[src/rtl/fifo_mem_ctrl_pkg.sv]
// -----------------------------------------------------------------------------
// fifo_mem_ctrl_pkg
// Shared types, default sizes and helpers for the single-clock FIFO controller.
//   DATASIZE_DEF / ADDRSIZE_DEF : default word width and address width
//   DEPTH_DEF                   : default number of array entries
//   ptr_t / count_t             : pointer (with wrap bit) and occupancy types
//   fifo_flags_t / FLAGS_RST    : registered status flags and their reset value
//   fifo_depth()                : entries for a given address width
// -----------------------------------------------------------------------------
package fifo_mem_ctrl_pkg;

    localparam int unsigned DATASIZE_DEF = 8;
    localparam int unsigned ADDRSIZE_DEF = 4;
    localparam int unsigned DEPTH_DEF    = 1 << ADDRSIZE_DEF;

    // Pointer carries one extra wrap bit above the array address.
    typedef logic [ADDRSIZE_DEF:0] ptr_t;
    // Occupancy needs to represent 0..DEPTH inclusive.
    typedef logic [ADDRSIZE_DEF:0] count_t;

    typedef struct packed {
        logic full;
        logic empty;
        logic almost_full;
        logic almost_empty;
        logic overflow;
        logic underflow;
    } fifo_flags_t;

    localparam fifo_flags_t FLAGS_RST = '{
        full:         1'b0,
        empty:        1'b1,
        almost_full:  1'b0,
        almost_empty: 1'b1,
        overflow:     1'b0,
        underflow:    1'b0
    };

    function automatic int unsigned fifo_depth(input int unsigned addrsize);
        return 32'd1 << addrsize;
    endfunction

endpackage

[src/rtl/fifo_mem_ctrl_if.sv]
// -----------------------------------------------------------------------------
// fifo_mem_ctrl_if
// Producer/consumer handshake bundle for fifo_mem_ctrl.
//   wr_valid_i / wr_ready_o / wr_data_i : producer side
//   rd_req_i / rd_valid_o / rd_data_o   : consumer side
// Signal suffixes are from the controller's point of view.
//   master : producer/consumer (drives valid, data, request)
//   slave  : controller
// -----------------------------------------------------------------------------
interface fifo_mem_ctrl_if
    import fifo_mem_ctrl_pkg::*;
#(
    parameter int unsigned DATASIZE = DATASIZE_DEF
);
    logic                wr_valid_i;
    logic                wr_ready_o;
    logic [DATASIZE-1:0] wr_data_i;
    logic                rd_req_i;
    logic                rd_valid_o;
    logic [DATASIZE-1:0] rd_data_o;

    modport master (
        output wr_valid_i, wr_data_i, rd_req_i,
        input  wr_ready_o, rd_valid_o, rd_data_o
    );

    modport slave (
        input  wr_valid_i, wr_data_i, rd_req_i,
        output wr_ready_o, rd_valid_o, rd_data_o
    );

endinterface

[src/rtl/fifo_mem_ctrl_ptr_ctr.sv]
// -----------------------------------------------------------------------------
// fifo_mem_ctrl_ptr_ctr
// FIFO pointer register with increment and natural wrap (2*DEPTH-1 -> 0).
//   clk_i, rst_ni : clock, async active-low reset
//   clr_i         : synchronous clear to zero (has priority over inc_i)
//   inc_i         : advance pointer by one
//   ptr_o         : current registered pointer
//   ptr_nxt_o     : value the pointer takes at the next edge
// -----------------------------------------------------------------------------
module fifo_mem_ctrl_ptr_ctr #(
    parameter int unsigned ADDRSIZE = 4
) (
    input  logic              clk_i,
    input  logic              rst_ni,
    input  logic              clr_i,
    input  logic              inc_i,
    output logic [ADDRSIZE:0] ptr_o,
    output logic [ADDRSIZE:0] ptr_nxt_o
);

    logic [ADDRSIZE:0] r_ptr;

    always_comb begin
        ptr_nxt_o = r_ptr;
        if (clr_i) begin
            ptr_nxt_o = '0;
        end else if (inc_i) begin
            ptr_nxt_o = r_ptr + 1'b1;
        end
    end

    always_ff @(posedge clk_i or negedge rst_ni) begin
        if (!rst_ni) begin
            r_ptr <= '0;
        end else begin
            r_ptr <= ptr_nxt_o;
        end
    end

    assign ptr_o = r_ptr;

endmodule

[src/rtl/fifo_mem_ctrl.sv]
// -----------------------------------------------------------------------------
// fifo_mem_ctrl
// Single-clock sequencer for a FIFO storage array: owns the write/read
// pointers, occupancy and status flags, drives the array enables/addresses
// and returns read data with a valid strobe one cycle after the request.
//   clk_i, rst_ni, flush_i         : clock, async active-low reset, sync clear
//   bus (slave)                    : producer/consumer handshake
//   mem_wen_o, mem_ren_o           : array write / read enables
//   mem_wr_addr_o, mem_rd_addr_o   : array addresses
//   mem_din_o, mem_dout_i          : array write data / registered read data
//   mem_full_o, mem_empty_o        : array gating inputs
//   full_o, empty_o, almost_full_o, almost_empty_o, count_o : status
//   overflow_o, underflow_o        : sticky error flags
// -----------------------------------------------------------------------------
module fifo_mem_ctrl
    import fifo_mem_ctrl_pkg::*;
#(
    parameter int unsigned DATASIZE = DATASIZE_DEF,
    parameter int unsigned ADDRSIZE = ADDRSIZE_DEF,
    parameter int unsigned AF_LEVEL = fifo_depth(ADDRSIZE) - 2,
    parameter int unsigned AE_LEVEL = 2
) (
    input  logic                clk_i,
    input  logic                rst_ni,
    input  logic                flush_i,
    fifo_mem_ctrl_if.slave      bus,
    output logic                mem_wen_o,
    output logic                mem_ren_o,
    output logic [ADDRSIZE-1:0] mem_wr_addr_o,
    output logic [ADDRSIZE-1:0] mem_rd_addr_o,
    output logic [DATASIZE-1:0] mem_din_o,
    output logic                mem_full_o,
    output logic                mem_empty_o,
    input  logic [DATASIZE-1:0] mem_dout_i,
    output logic                full_o,
    output logic                empty_o,
    output logic                almost_full_o,
    output logic                almost_empty_o,
    output logic [ADDRSIZE:0]   count_o,
    output logic                overflow_o,
    output logic                underflow_o
);

    localparam int unsigned     CW     = ADDRSIZE + 1;
    localparam logic [ADDRSIZE:0] AF_CNT = CW'(AF_LEVEL);
    localparam logic [ADDRSIZE:0] AE_CNT = CW'(AE_LEVEL);

    logic              w_wr_fire;
    logic              w_rd_fire;
    logic [ADDRSIZE:0] w_wptr;
    logic [ADDRSIZE:0] w_wptr_nxt;
    logic [ADDRSIZE:0] w_rptr;
    logic [ADDRSIZE:0] w_rptr_nxt;
    logic [ADDRSIZE:0] w_count_nxt;
    fifo_flags_t       w_flags_nxt;

    logic [ADDRSIZE:0]   r_count;
    fifo_flags_t         r_flags;
    logic                r_rd_pend;
    logic [DATASIZE-1:0] r_rd_hold;

    // Gating uses the registered flags of the current cycle, so a write is
    // refused when full even if a read frees a slot in the same cycle.
    assign w_wr_fire = bus.wr_valid_i & ~r_flags.full  & ~flush_i;
    assign w_rd_fire = bus.rd_req_i   & ~r_flags.empty & ~flush_i;

    fifo_mem_ctrl_ptr_ctr #(.ADDRSIZE(ADDRSIZE)) u_wr_ptr (
        .clk_i     (clk_i),
        .rst_ni    (rst_ni),
        .clr_i     (flush_i),
        .inc_i     (w_wr_fire),
        .ptr_o     (w_wptr),
        .ptr_nxt_o (w_wptr_nxt)
    );

    fifo_mem_ctrl_ptr_ctr #(.ADDRSIZE(ADDRSIZE)) u_rd_ptr (
        .clk_i     (clk_i),
        .rst_ni    (rst_ni),
        .clr_i     (flush_i),
        .inc_i     (w_rd_fire),
        .ptr_o     (w_rptr),
        .ptr_nxt_o (w_rptr_nxt)
    );

    always_comb begin
        w_count_nxt = r_count;
        if (flush_i) begin
            w_count_nxt = '0;
        end else begin
            case ({w_wr_fire, w_rd_fire})
                2'b10:   w_count_nxt = r_count + 1'b1;
                2'b01:   w_count_nxt = r_count - 1'b1;
                default: w_count_nxt = r_count;
            endcase
        end
    end

    // Flags are computed from next-state pointers/count so the registered
    // versions are correct in the same cycle the pointers move.
    always_comb begin
        w_flags_nxt              = r_flags;
        w_flags_nxt.empty        = (w_wptr_nxt == w_rptr_nxt);
        w_flags_nxt.full         = (w_wptr_nxt[ADDRSIZE] != w_rptr_nxt[ADDRSIZE]) &&
                                   (w_wptr_nxt[ADDRSIZE-1:0] == w_rptr_nxt[ADDRSIZE-1:0]);
        w_flags_nxt.almost_full  = (w_count_nxt >= AF_CNT);
        w_flags_nxt.almost_empty = (w_count_nxt <= AE_CNT);
        if (flush_i) begin
            w_flags_nxt.overflow  = 1'b0;
            w_flags_nxt.underflow = 1'b0;
        end else begin
            w_flags_nxt.overflow  = r_flags.overflow  | (bus.wr_valid_i & r_flags.full);
            w_flags_nxt.underflow = r_flags.underflow | (bus.rd_req_i   & r_flags.empty);
        end
    end

    // r_rd_pend is not cleared by flush, so a read accepted in the cycle
    // before a flush still returns its data.
    always_ff @(posedge clk_i or negedge rst_ni) begin
        if (!rst_ni) begin
            r_count   <= '0;
            r_flags   <= FLAGS_RST;
            r_rd_pend <= 1'b0;
            r_rd_hold <= '0;
        end else begin
            r_count   <= w_count_nxt;
            r_flags   <= w_flags_nxt;
            r_rd_pend <= w_rd_fire;
            if (r_rd_pend) begin
                r_rd_hold <= mem_dout_i;
            end
        end
    end

    // The array output is only valid in the cycle after the read enable;
    // pass it through then and hold the captured copy afterwards.
    assign bus.rd_data_o  = r_rd_pend ? mem_dout_i : r_rd_hold;
    assign bus.rd_valid_o = r_rd_pend;
    assign bus.wr_ready_o = ~r_flags.full;

    assign mem_wen_o     = w_wr_fire;
    assign mem_ren_o     = w_rd_fire;
    assign mem_wr_addr_o = w_wptr[ADDRSIZE-1:0];
    assign mem_rd_addr_o = w_rptr[ADDRSIZE-1:0];
    assign mem_din_o     = bus.wr_data_i;
    assign mem_full_o    = r_flags.full;
    assign mem_empty_o   = r_flags.empty;

    assign full_o         = r_flags.full;
    assign empty_o        = r_flags.empty;
    assign almost_full_o  = r_flags.almost_full;
    assign almost_empty_o = r_flags.almost_empty;
    assign overflow_o     = r_flags.overflow;
    assign underflow_o    = r_flags.underflow;
    assign count_o        = r_count;

endmodule

[src/flat_wrapper.sv]
// flat-port wrapper written by rule: the top's interface ports become plain ports
module fifo_mem_ctrl_flat import fifo_mem_ctrl_pkg::*;
#(
    parameter int unsigned DATASIZE = DATASIZE_DEF,
    parameter int unsigned ADDRSIZE = ADDRSIZE_DEF,
    parameter int unsigned AF_LEVEL = fifo_depth(ADDRSIZE) - 2,
    parameter int unsigned AE_LEVEL = 2
)
  (clk_i, rst_ni, flush_i, mem_wen_o, mem_ren_o, mem_wr_addr_o, mem_rd_addr_o, mem_din_o, mem_full_o, mem_empty_o, mem_dout_i, full_o, empty_o, almost_full_o, almost_empty_o, count_o, overflow_o, underflow_o, bus_wr_valid_i, bus_wr_data_i, bus_rd_req_i, bus_wr_ready_o, bus_rd_valid_o, bus_rd_data_o);
  fifo_mem_ctrl_if #(.DATASIZE(DATASIZE)) bus_i ();
  input  logic clk_i;
  input  logic rst_ni;
  input  logic flush_i;
  output logic mem_wen_o;
  output logic mem_ren_o;
  output logic [ADDRSIZE-1:0] mem_wr_addr_o;
  output logic [ADDRSIZE-1:0] mem_rd_addr_o;
  output logic [DATASIZE-1:0] mem_din_o;
  output logic mem_full_o;
  output logic mem_empty_o;
  input  logic [DATASIZE-1:0] mem_dout_i;
  output logic full_o;
  output logic empty_o;
  output logic almost_full_o;
  output logic almost_empty_o;
  output logic [ADDRSIZE:0] count_o;
  output logic overflow_o;
  output logic underflow_o;
  input wire logic [$bits(bus_i.wr_valid_i)-1:0] bus_wr_valid_i;
  input wire logic [$bits(bus_i.wr_data_i)-1:0] bus_wr_data_i;
  input wire logic [$bits(bus_i.rd_req_i)-1:0] bus_rd_req_i;
  output wire logic [$bits(bus_i.wr_ready_o)-1:0] bus_wr_ready_o;
  output wire logic [$bits(bus_i.rd_valid_o)-1:0] bus_rd_valid_o;
  output wire logic [$bits(bus_i.rd_data_o)-1:0] bus_rd_data_o;
  assign bus_i.wr_valid_i = bus_wr_valid_i;
  assign bus_i.wr_data_i = bus_wr_data_i;
  assign bus_i.rd_req_i = bus_rd_req_i;
  assign bus_wr_ready_o = bus_i.wr_ready_o;
  assign bus_rd_valid_o = bus_i.rd_valid_o;
  assign bus_rd_data_o = bus_i.rd_data_o;
  fifo_mem_ctrl #(.DATASIZE(DATASIZE), .ADDRSIZE(ADDRSIZE), .AF_LEVEL(AF_LEVEL), .AE_LEVEL(AE_LEVEL)) u_core (.clk_i(clk_i), .rst_ni(rst_ni), .flush_i(flush_i), .bus(bus_i), .mem_wen_o(mem_wen_o), .mem_ren_o(mem_ren_o), .mem_wr_addr_o(mem_wr_addr_o), .mem_rd_addr_o(mem_rd_addr_o), .mem_din_o(mem_din_o), .mem_full_o(mem_full_o), .mem_empty_o(mem_empty_o), .mem_dout_i(mem_dout_i), .full_o(full_o), .empty_o(empty_o), .almost_full_o(almost_full_o), .almost_empty_o(almost_empty_o), .count_o(count_o), .overflow_o(overflow_o), .underflow_o(underflow_o));
endmodule
[config.mk]
export PLATFORM = sky130hd
export DESIGN_NAME = fifo_mem_ctrl_flat
export DESIGN_NICKNAME = d
export VERILOG_FILES = /design/src/rtl/fifo_mem_ctrl_pkg.sv /design/src/rtl/fifo_mem_ctrl_if.sv /design/src/rtl/fifo_mem_ctrl_ptr_ctr.sv /design/src/rtl/fifo_mem_ctrl.sv /design/src/flat_wrapper.sv
export SDC_FILE = /design/constraint.sdc
export NUM_CORES = 1
export LEC_CHECK = 0
export ABC_CLOCK_PERIOD_IN_PS = 2220
export BUFFER_PORTS_ARGS = -buffer_cell sky130_fd_sc_hd__buf_2
export CAP_MARGIN = 20
export CELL_PAD_IN_SITES_DETAIL_PLACEMENT = 2
export CELL_PAD_IN_SITES_GLOBAL_PLACEMENT = 2
export CORE_MARGIN = 10
export CORE_UTILIZATION = 26
export CTS_CLUSTER_DIAMETER = 150
export CTS_CLUSTER_SIZE = 30
export DETAILED_ROUTE_END_ITERATION = 8
export PLACE_DENSITY_LB_ADDON = 0.1
export SYNTH_ARGS = -nofsm -noshare
export SYNTH_HDL_FRONTEND = slang
export SYNTH_HIERARCHICAL = 1
export SYNTH_SLANG_ARGS = --single-unit
[constraint.sdc]
create_clock -name clk_i -period 2.22 [get_ports clk_i]
set_input_delay 0.333 -clock clk_i [delete_from_list [all_inputs] [get_ports clk_i]]
set_output_delay 0.333 -clock clk_i [all_outputs]
set_load 0.005 [all_outputs]
==> results of run 1 <==
==> area by class of cell <==
type / count / share of cell area, %
Multi-Input combinational cell: 96 / 37.6
Sequential cell: 30 / 35.4
Timing Repair Buffer: 62 / 16.6
Tap cell: 75 / 4.41
Clock buffer: 7 / 4.06
Clock inverter: 1 / 1.41
Inverter: 3 / 0.529
==> layer usage <==
layer / track usage, % / wire length [um] / share of wire, % / up-vias
met5: 0 / 0 / 0 / -
met4: 3.42 / 73 / 1.5 / 0
met3: 3.88 / 309 / 6.4 / 12
met2: 17.5 / 2350 / 49 / 43
met1: 10.9 / 2100 / 43 / 618
li1: - / - / - / 601
==> sequential cells by signal (all words and copies together), names as in the netlist <==
| signal | flops |
|---|---|
| u_core/almost_empty_o | 1 |
| u_core/almost_full_o | 1 |
| u_core/bus.rd_valid_o | 1 |
| u_core/count_o | 5 |
| u_core/empty_o | 1 |
| u_core/full_o | 1 |
| u_core/overflow_o | 1 |
| u_core/r_rd_hold | 8 |
| u_core/u_rd_ptr/ptr_o | 5 |
| u_core/u_wr_ptr/ptr_o | 5 |
| u_core/underflow_o | 1 |
==> synth_stat cells <==
cell type | n | share of area, %
dfrtp_1 | 28 | 43
nor2_1 | 18 | 4.2
buf_4 | 16 | 7.4
xnor2_1 | 9 | 4.8
a21oi_1 | 8 | 2.5
mux2_2 | 8 | 5.5
nand4_1 | 5 | 1.9
nor2b_1 | 5 | 1.9
ha_1 | 4 | 3.1
inv_1 | 3 | 0.69
mux2i_1 | 3 | 1.8
nand2_1 | 3 | 0.69
nand3b_1 | 3 | 1.4
a21bo_2 | 2 | 1.2
dfstp_2 | 2 | 3.2
mux2_1 | 2 | 1.4
mux2_4 | 2 | 1.8
nor3b_1 | 2 | 0.92
xor2_1 | 2 | 1.1
a21o_1 | 1 | 0.46
a22oi_1 | 1 | 0.46
a311oi_1 | 1 | 0.54
a31o_1 | 1 | 0.54
a31oi_1 | 1 | 0.38
a31oi_4 | 1 | 1.3
a41oi_1 | 1 | 0.54
and3_1 | 1 | 0.38
and4_2 | 1 | 0.61
and4b_1 | 1 | 0.61
clkbuf_1 | 1 | 0.23
nand2_4 | 1 | 0.69
nand2b_1 | 1 | 0.38
nand3_1 | 1 | 0.31
nor3b_4 | 1 | 1.2
nor4_1 | 1 | 0.38
o22ai_1 | 1 | 0.38
o31ai_1 | 1 | 0.46
or2_2 | 1 | 0.38
or4_1 | 1 | 0.46
or4_4 | 1 | 0.69
==> cells in the final DEF, fill, tap and decap left out, drive strengths merged, types with 4 or more instances in the layout <==
cell type  netlist  final
nand4            5      5
a21oi            8      8
mux2            12     12
ha               4      4
xnor2            9      9
nor2            18     18
dfrtp           28     28
nor2b            5      5
nand2            4      4
buf             16     62
clkbuf           1      7
==> power groups by stage <==
stage               combinational [mW]  clock [mW]  sequential [mW]
global route                     0.396       0.619            0.687
global placement                 0.348           0            0.680
detailed placement               0.364           0            0.686
finish                           0.353       0.563            0.675
floorplan                        0.196           0            0.673
CTS                              0.367       0.578            0.676
==> repair_timing <==
item | 4_1_cts | 5_1_grt
gates resized for setup | 2 | 1
endpoints found under the hold margin | 0 | 0
setup buffers | 0 | 1
setup endpoints to repair | 3 | 3
cloned | 0 | 0
==> per-stage QoR <==
stage / power (mW) / cell area [sq um] / worst slack [ns]
floorplan: 0.870 / 1680 / -0.0753
global placement: 1.03 / 1990 / -0.0472
detailed placement: 1.05 / 1990 / -0.143
CTS: 1.62 / 2120 / -0.0296
global route: 1.70 / 2130 / -0.132
finish: 1.59 / 2130 / -0.0209
==> kinds of logic (layout without fill, tap and decap cells) <==
logic type	count (synthesis)	in the layout	synth area share, %
AO/OA/AOI/OAI	19	19	8.76
XOR/XNOR	11	11	5.92
adder cells (fa/ha/maj)	4	4	3.07
buffers and inverters	20	73	8.30
flip-flops	30	30	46.3
multiplexers	15	15	10.6
AND/OR/NAND/NOR	47	47	17.1
==> worst max path at each step <==
stage	to	slack (ns)	cells past startpoint
6_report	u_core/almost_full_o	-0.02	9
5_1_grt	u_core/almost_full_o	-0.13	10
4_1_cts	u_core/almost_full_o	-0.03	9
3_5_place_dp	u_core/almost_full_o	-0.14	11
3_3_place_gp	u_core/almost_full_o	-0.05	11
2_1_floorplan	u_core/almost_empty_o	-0.08	9
==> worst max-delay path: stages, from the launching register on <==
cell and delay, ns:
dfrtp_1 0.38, nand2b_4 0.17, or2_4 0.25, ha_4 0.18, a21o_1 0.23, and3_4 0.17, or4_4 0.42, a21oi_2 0.16
nand2_1 0.07, o22ai_1 0.13
==> impl_metrics.py, run 1 <==
metrics = {
    "worst_setup_path": {
        "start_kind": "flip-flop",
        "cp_max_fo": 4,
        "cp.arrival_ns": 2.43,
        "crit_path_start": "u_core/full_o",
        "crit_required_ns": 2.41,
        "r2r_end": "u_core/almost_full_o",
        "rrSetupSlack_ns": -0.02,
        "endpoint_kind": "flip-flop",
        "r2r-start": "u_core/full_o",
        "r2r_cells": 9,
        "critPathKind": "flip-flop to flip-flop",
    },
    "synthesis": {
        "ys_warn_count": 6,
        "synth_area_sq_um": 1630,
        "postSynthCellCount": 146,
        "ys_seq_elements": 30,
        "synth_cell_types": 40,
        "syn_avg_cell_area_sq_um": 11.1,
        "ys_seq_area_share_pct": 46.3,
        "synth_nets": 171,
    },
    "cts": {
        "clk_latency_ns": 0.28,
        "clockBufferDepth": 2,
        "clkTransAtPathRegs_ns": 0.07,
        "cts_hold_buf": 0,
        "numCtsBuffers": 5,
        "clock_sinks": 30,
        "cts_htree_levels": 2,
        "cts_tree": "yes",
        "cts_root_buffer": "clkbuf_8",
    },
    "outcome": {
        "status": "finished, violations left",
        "violations": "setup timing",
    },
    "grt": {
        "first_global_vias": 1454,
        "antenna_found_initial": 0,
        "grt_start_max_net_pins": 31,
        "grt_usage_pct": 10.1,
        "grt_pass1_wl_mm": 7.98,
        "grt_overflow_total": 0,
    },
    "timing": {
        "drv_slew": 0,
        "fin_crit_sh_pct": 101,
        "finalCriticalPeriod_ns": 2.24,
        "slew_headroom_pct": 54.0,
        "rsz0062_at_grt": "yes",
        "fmax_mhz": 446,
        "holdWs_ns": 0.0956,
        "fin_ws_ns": -0.0209,
        "hold_viol_final": 0,
        "finalSetupTns_ns": -0.0209,
        "finalSetupViolCount": 1,
        "finClkSkew_ns": 0.00645,
        "worstMarginPinSlew_ns": 0.691,
    },
    "detailed_routing": {
        "drc": 0,
        "wl_per_cell_um": 17.6,
        "viasPerCell": 4.65,
        "antenna_left": 0,
        "routed_wirelength_mm": 4.83,
        "firstDrtPassIters": 2,
        "vias": 1274,
        "drt_iter0_markers": 53,
    },
    "final_layout": {
        "final_layout_size_suffix_gt1_share_pct": 49.7,
        "multiInputGateArea_sq_um": 801,
        "antenna_cells_inserted": 0,
        "fin_nets": 223,
        "area_growth_pct": 30.7,
        "final_cell_count_no_fill": 274,
        "post-route-util_pct": 35.5,
        "fillers": 652,
        "seqCellArea_sq_um": 753,
    },
    "power_and_ir_drop": {
        "comb_power_share_pct": 22.2,
        "p_per_area_nw_per_um2": 747,
        "power_frac_seq_pct": 42.4,
        "power.leakage_nw": 1.04,
        "clock_power_share_pct": 35.4,
        "p_int_mw": 1.18,
        "switching_share_pct": 25.7,
        "netSwitchingPower_uw": 410,
        "peakVddDrop_v": 0.000442,
    },
    "placed_design": {
        "dpl.hpwl_mm": 3.90,
        "port_buffers": 45,
        "gp_congestion": 0.754,
        "dp.cells": 265,
    },
    "floorplanning": {
        "coreArea_sq_um": 5990,
        "start_util_pct": 27.2,
        "ios": 62,
        "die-area_sq_um": 9830,
        "num_rows": 28,
        "die_width_um": 99.1,
        "die_h_um": 99.1,
    },
    "hold_path": {
        "hold_class": "input pin to async pin",
    },
    "run": {
        "drv_cap": 0,
    },
}
(Power assumes the default switching activity.)
==> run 2: changes to the inputs <==
--- a/config.mk
+++ b/config.mk
@@ -18,5 +18,4 @@
 export PLACE_DENSITY_LB_ADDON = 0.1
 export SYNTH_ARGS = -nofsm -noshare
 export SYNTH_HDL_FRONTEND = slang
-export SYNTH_HIERARCHICAL = 1
 export SYNTH_SLANG_ARGS = --single-unit
==> run 2 against run 1 <==
Effect of this change:
- combinational power is 18% higher
- the run still ends with setup timing left
- final area is 0.47% lower
- sequential cell count stayed put
- global-route usage hardly changed
- largest cell class unchanged
- die area is 1.7% higher
- highest routed layer unchanged
==> impl_metrics.py, run 2 <==
metrics = {
    "run": {
        "drv_cap": 0,
    },
    "floorplanning": {
        "die-area_sq_um": 9990,
        "start_util_pct": 26.5,
        "die_h_um": 100,
        "ios": 62,
        "die_width_um": 100,
        "coreArea_sq_um": 6280,
        "num_rows": 29,
    },
    "grt": {
        "grt_pass1_wl_mm": 8.11,
        "grt_start_max_net_pins": 31,
        "grt_usage_pct": 10.0,
        "antenna_found_initial": 0,
        "grt_overflow_total": 0,
        "first_global_vias": 1521,
    },
    "worst_setup_path": {
        "endpoint_kind": "flip-flop",
        "critPathKind": "flip-flop to flip-flop",
        "r2r_end": "u_core.almost_empty_o",
        "crit_slowest_cell": "or4_4",
        "cp.arrival_ns": 2.52,
        "cp_cell_sequence": "nor3b_4, nand2_4, xnor2_2, ha_2, a21o_1, and3_4, or4_4, o2111a_1, a31o_1",
        "crit_required_ns": 2.43,
        "cp_top_family": "simple AND/OR/NAND/NOR gates",
        "crit_path_start": "u_core.empty_o",
        "r2r-start": "u_core.empty_o",
        "r2r_cells": 9,
        "path_buf_inv": 0,
        "cp_max_fo": 4,
        "cp_slowest_stage_delay_ns": 0.45,
        "start_kind": "flip-flop",
        "rrSetupSlack_ns": -0.09,
    },
    "cts": {
        "clkTransAtPathRegs_ns": 0.07,
        "numCtsBuffers": 5,
        "cts_htree_levels": 2,
        "clock_sinks": 30,
        "clockBufferDepth": 2,
        "cts_tree": "yes",
        "cts_root_buffer": "clkbuf_8",
        "clk_latency_ns": 0.28,
    },
    "detailed_routing": {
        "drc": 0,
        "firstDrtPassIters": 4,
        "drt_iter0_markers": 37,
        "wl_per_cell_um": 17.7,
        "routed_wirelength_mm": 5.01,
        "viasPerCell": 4.79,
        "vias": 1350,
        "antenna_left": 0,
    },
    "final_layout": {
        "final_cell_mix": "45 x buf_2, 28 x dfrtp_1, 16 x buf_4",
        "design_area_sq_um": 2120,
        "antenna_cells_inserted": 0,
        "fin_nets": 229,
        "final_layout_size_suffix_gt1_share_pct": 45.4,
        "area_growth_pct": 27.4,
        "post-route-util_pct": 33.7,
        "top_register": "u_core.r_rd_hold",
        "largest_reg_flops": 8,
        "layout_commonest_cell": "buf_2",
    },
    "timing": {
        "hold_viol_final": 0,
        "finClkSkew_ns": 0.00576,
        "holdWs_ns": 0.0933,
        "drv_slew": 0,
        "fin_ws_ns": -0.0918,
        "finalCriticalPeriod_ns": 2.31,
        "fin_crit_sh_pct": 104,
        "slew_headroom_pct": 54.0,
        "fmax_mhz": 433,
        "worstMarginPinSlew_ns": 0.689,
        "finalSetupViolCount": 3,
        "rsz0062_at_grt": "yes",
    },
    "synthesis": {
        "synth_nets": 185,
        "postSynthCellCount": 160,
        "ys_seq_elements": 30,
        "synth-edff-count": 0,
        "yosys.area.top_type": "dfrtp_1",
        "synthArstFlopShare_pct": 100,
        "synth_area_sq_um": 1660,
        "yosys.area.top_type_share_pct": 42.1,
        "ys_warn_count": 0,
        "synth_cell_types": 41,
        "synth_commonest_cells": "28 x dfrtp_1, 18 x buf_4, 14 x nor2_1, 10 x nand2_1, 10 x xnor2_1",
        "synth_most_common_cell": "dfrtp_1",
        "ys.flop_type": "dfrtp_1",
        "ys_seq_area_share_pct": 45.3,
        "synthTopCellsByArea": "dfrtp_1 42%, buf_4 8.1%, mux2_2 5.4%",
        "syn_avg_cell_area_sq_um": 10.4,
    },
    "placed_design": {
        "gp_congestion": 0.739,
        "port_buffers": 45,
        "dp_slack_ns": -0.116,
        "dpl.hpwl_mm": 3.80,
        "post_dp_cell_area_sq_um": 1960,
    },
    "hold_path": {
        "hold_class": "input pin to async pin",
    },
    "power_and_ir_drop": {
        "power.leakage_nw": 1.01,
        "p_per_area_nw_per_um2": 731,
        "finalPower_mw": 1.55,
        "peakVddDrop_v": 0.000263,
    },
    "outcome": {
        "violations": "setup timing",
        "status": "finished, violations left",
    },
}
## run 2: cell families after synthesis
group,synth area share [%]
buffers and inverters,10.7
AO/OA/AOI/OAI,9.86
adder cells (fa/ha/maj),3.01
multiplexers,6.02
XOR/XNOR,9.25
AND/OR/NAND/NOR,15.9
flip-flops,45.3
## run 2: area by class of cell
cell class	instances	area, sq um
Timing Repair Buffer	62	357
Clock inverter	1	5.00
Inverter	4	15.0
Multi-Input combinational cell	101	806
Tap cell	77	96.3
Sequential cell	30	753
Clock buffer	7	86.3
Fill cell	712	4160
## run 2: worst max path at each step
stage	end	slack (ns)	depth (start not counted)
final	u_core.almost_empty_o	-0.09	9
after global routing	u_core.almost_full_o	-0.17	10
after detailed placement	u_core.almost_full_o	-0.12	10
after floorplan	u_core.almost_empty_o	-0.12	9
after CTS	u_core.almost_empty_o	-0.05	9
after global placement	u_core.almost_full_o	-0.06	10
## run 2: metal layers
metal	track usage, %	routed length, um	share of wire, %	vias up
met5	0	0	0	-
met4	3.59	54	1.1	0
met3	3.37	332	6.6	5
met2	16.7	2470	49	38
met1	11.8	2150	43	686
li1	-	-	-	621
## run 2: power by group
| group | internal [mW] | switching (mW) | total [mW] |
|---|---|---|---|
| Combinational | 0.217 | 0.201 | 0.417 |
| Sequential | 0.637 | 0.0402 | 0.677 |
| Clock | 0.250 | 0.204 | 0.454 |
## run 2: through the flow
stage / std cells / TNS [ns]
2_1_floorplan: 160 / -0.281
3_3_place_gp: 273 / -0.122
3_5_place_dp: 273 / -0.256
4_1_cts: 282 / -0.0907
5_1_grt: 282 / -0.488
6_report: 282 / -0.145
## run 2: timing repair
item / in CTS / in global routing
endpoints found under the setup margin: 2 / 5
hold buffers: 0 / 0
pin swaps: 2 / 3
gates resized for setup: 2 / 10
buffers inserted: 1 / 0
==> run 3: changes to the inputs <==
--- a/config.mk
+++ b/config.mk
@@ -16,6 +16,8 @@
 export CTS_CLUSTER_SIZE = 30
 export DETAILED_ROUTE_END_ITERATION = 8
 export PLACE_DENSITY_LB_ADDON = 0.1
+export SLEW_MARGIN = 20
 export SYNTH_ARGS = -nofsm -noshare
 export SYNTH_HDL_FRONTEND = slang
 export SYNTH_SLANG_ARGS = --single-unit
+export TNS_END_PERCENT = 20
==> run 3 against run 2 <==
Effect of this change:
- the run still ends with setup timing left
- count of clock-buffer cells in the layout shrank 1
- clock skew grew 0.0026 ns
- sequential share of layout area decreased by 0.54 points
- routed wire length increased by 3.4%
- fmax rose by 0.58%
- worst setup slack better by 0.013 ns
- combinational power is 2% higher
- sequential cell count stayed put
- register-to-register slack about the same
- sequential power about the same
- critical path type unchanged
- highest routed layer unchanged
==> impl_metrics.py, run 3 (synthesized netlist as in run 2, its figures left out) <==
metrics = {
    "worst_setup_path": {
        "critPathKind": "flip-flop to flip-flop",
        "path_buf_inv": 0,
        "cp_max_fo": 4,
        "endpoint_kind": "flip-flop",
        "start_kind": "flip-flop",
        "cp_slowest_stage_delay_ns": 0.43,
        "crit_slowest_cell": "or4_1",
        "crit_required_ns": 2.44,
        "crit_top_cell": "xnor2_2",
        "cp_top_family": "simple AND/OR/NAND/NOR gates",
        "cp.arrival_ns": 2.52,
        "cp_cell_sequence": "nor3b_4, nand2_4, xnor2_2, ha_1, a21o_1, or4_1, a41oi_2, xnor2_2, a31o_1",
    },
    "final_layout": {
        "seqCellArea_sq_um": 753,
        "largest_reg_flops": 8,
        "design_area_sq_um": 2150,
        "final_cell_mix": "45 x buf_2, 28 x dfrtp_1, 20 x buf_4",
        "final_layout_size_suffix_gt1_share_pct": 47.8,
        "fillers": 698,
        "top_register": "u_core.r_rd_hold",
        "fin_nets": 233,
        "layout_commonest_cell": "buf_2",
        "area_growth_pct": 29.3,
        "multiInputGateArea_sq_um": 805,
        "antenna_cells_inserted": 0,
    },
    "grt": {
        "grt_usage_pct": 10.6,
        "grt_start_max_net_pins": 31,
        "grt_pass1_wl_mm": 8.48,
        "first_global_vias": 1546,
        "antenna_found_initial": 0,
        "grt_overflow_total": 0,
    },
    "timing": {
        "finalSetupTns_ns": -0.241,
        "fmax_mhz": 435,
        "finalCriticalPeriod_ns": 2.30,
        "hold_viol_final": 0,
        "finalSetupViolCount": 4,
        "fin_crit_sh_pct": 104,
        "finClkSkew_ns": 0.00832,
        "slew_headroom_pct": 51.9,
        "holdWs_ns": 0.0966,
        "worstMarginPinSlew_ns": 0.722,
        "rsz0062_at_grt": "yes",
        "fin_ws_ns": -0.0784,
        "drv_slew": 0,
    },
    "detailed_routing": {
        "vias": 1348,
        "routed_wirelength_mm": 5.17,
        "drt_iter0_markers": 39,
        "wl_per_cell_um": 18.1,
        "antenna_left": 0,
        "firstDrtPassIters": 4,
        "drc": 0,
        "viasPerCell": 4.71,
    },
    "power_and_ir_drop": {
        "netSwitchingPower_uw": 471,
        "power.leakage_nw": 1.03,
        "finalPower_mw": 1.58,
        "peakVddDrop_v": 0.000248,
        "switching_share_pct": 29.9,
        "p_per_area_nw_per_um2": 734,
        "comb_power_share_pct": 27.0,
        "p_int_mw": 1.11,
        "clock_power_share_pct": 30.1,
        "power_frac_seq_pct": 42.9,
    },
    "cts": {
        "cts_tree": "yes",
        "clock_sinks": 30,
        "cts_root_buffer": "clkbuf_8",
        "clkTransAtPathRegs_ns": 0.07,
        "numCtsBuffers": 5,
        "cts_htree_levels": 2,
        "clockBufferDepth": 2,
        "clk_latency_ns": 0.29,
    },
    "floorplanning": {
        "num_rows": 29,
        "coreArea_sq_um": 6280,
        "start_util_pct": 26.5,
        "die_h_um": 100,
        "ios": 62,
        "die-area_sq_um": 9990,
        "die_width_um": 100,
    },
    "placed_design": {
        "gp_congestion": 0.886,
        "post_dp_cell_area_sq_um": 1950,
        "dpl.hpwl_mm": 3.98,
        "dp_slack_ns": -0.176,
        "port_buffers": 45,
    },
    "outcome": {
        "violations": "setup timing",
        "status": "finished, violations left",
    },
    "hold_path": {
        "hold_class": "input pin to async pin",
    },
    "run": {
        "drv_cap": 0,
    },
}
==> run 3: layer usage <==
| metal | global-route usage (%) | vias to the layer above | share of wire, % |
|---|---|---|---|
| met5 | 0 | - | 0 |
| met3 | 4.40 | 6 | 7.4 |
| met4 | 3.59 | 0 | 1.1 |
| met1 | 11.6 | 680 | 41 |
| met2 | 18.2 | 36 | 51 |
| li1 | - | 626 | - |
==> run 3: path summary, 6_finish.rpt <==
| check | cells after the start | slack, ns | start | to |
|---|---|---|---|---|
| setup / recovery | 9 | -0.08 | u_core.empty_o | u_core.almost_empty_o |
| hold / removal | 1 | 0.1 | rst_ni | u_core.r_rd_hold[5] |
| setup reg to reg | 9 | -0.08 | u_core.empty_o | u_core.almost_empty_o |
| hold reg to reg | 1 | 0.50 | u_core.r_rd_hold[6] | u_core.r_rd_hold[6] |
| max in group asynchronous | 1 | 1.65 | rst_ni | u_core.count_o[3] |
| min in group clk_i | 2 | 0.29 | mem_dout_i[4] | u_core.r_rd_hold[4] |
==> run 3: worst register-to-register path, delay by kind of cell, from the launching register on <==
family | cells | cell delay (ns)
simple gates | 3 | 0.78
flops | 1 | 0.39
fa+ha+maj | 1 | 0.19
xor+xnor | 2 | 0.26
compound gates | 3 | 0.62
==> run 3: cell type report <==
| type | instances | area share (%) |
|---|---|---|
| well taps | 77 | 4.48 |
| clock buffers | 6 | 3.84 |
| multi-input cells | 101 | 37.4 |
| repair buffers | 66 | 18.0 |
| inverters | 4 | 0.698 |
| clock inverters | 2 | 0.582 |
| flip-flops and latches | 30 | 35.0 |
==> run 3: stage by stage <==
step | cells | utilization, %
after floorplan | 160 | -
after global placement | 272 | 31.1
after detailed placement | 272 | 31.1
after CTS | 282 | 33.2
after global routing | 286 | 34.3
final | 286 | 34.3
==> run 3: power groups by stage <==
stage | registers, mW | logic (mW) | clock network, mW
6_report | 0.677 | 0.426 | 0.475
5_1_grt | 0.689 | 0.485 | 0.524
4_1_cts | 0.680 | 0.431 | 0.497
3_5_place_dp | 0.690 | 0.424 | 0
3_3_place_gp | 0.685 | 0.402 | 0
2_1_floorplan | 0.683 | 0.237 | 0
==> run 3: repair_timing <==
action / in CTS / in global routing
setup endpoints to repair: 4 / 6
buffers inserted: 2 / 4
hold buffers: 0 / 0
resized for setup: 5 / 9
pin swaps: 3 / 2
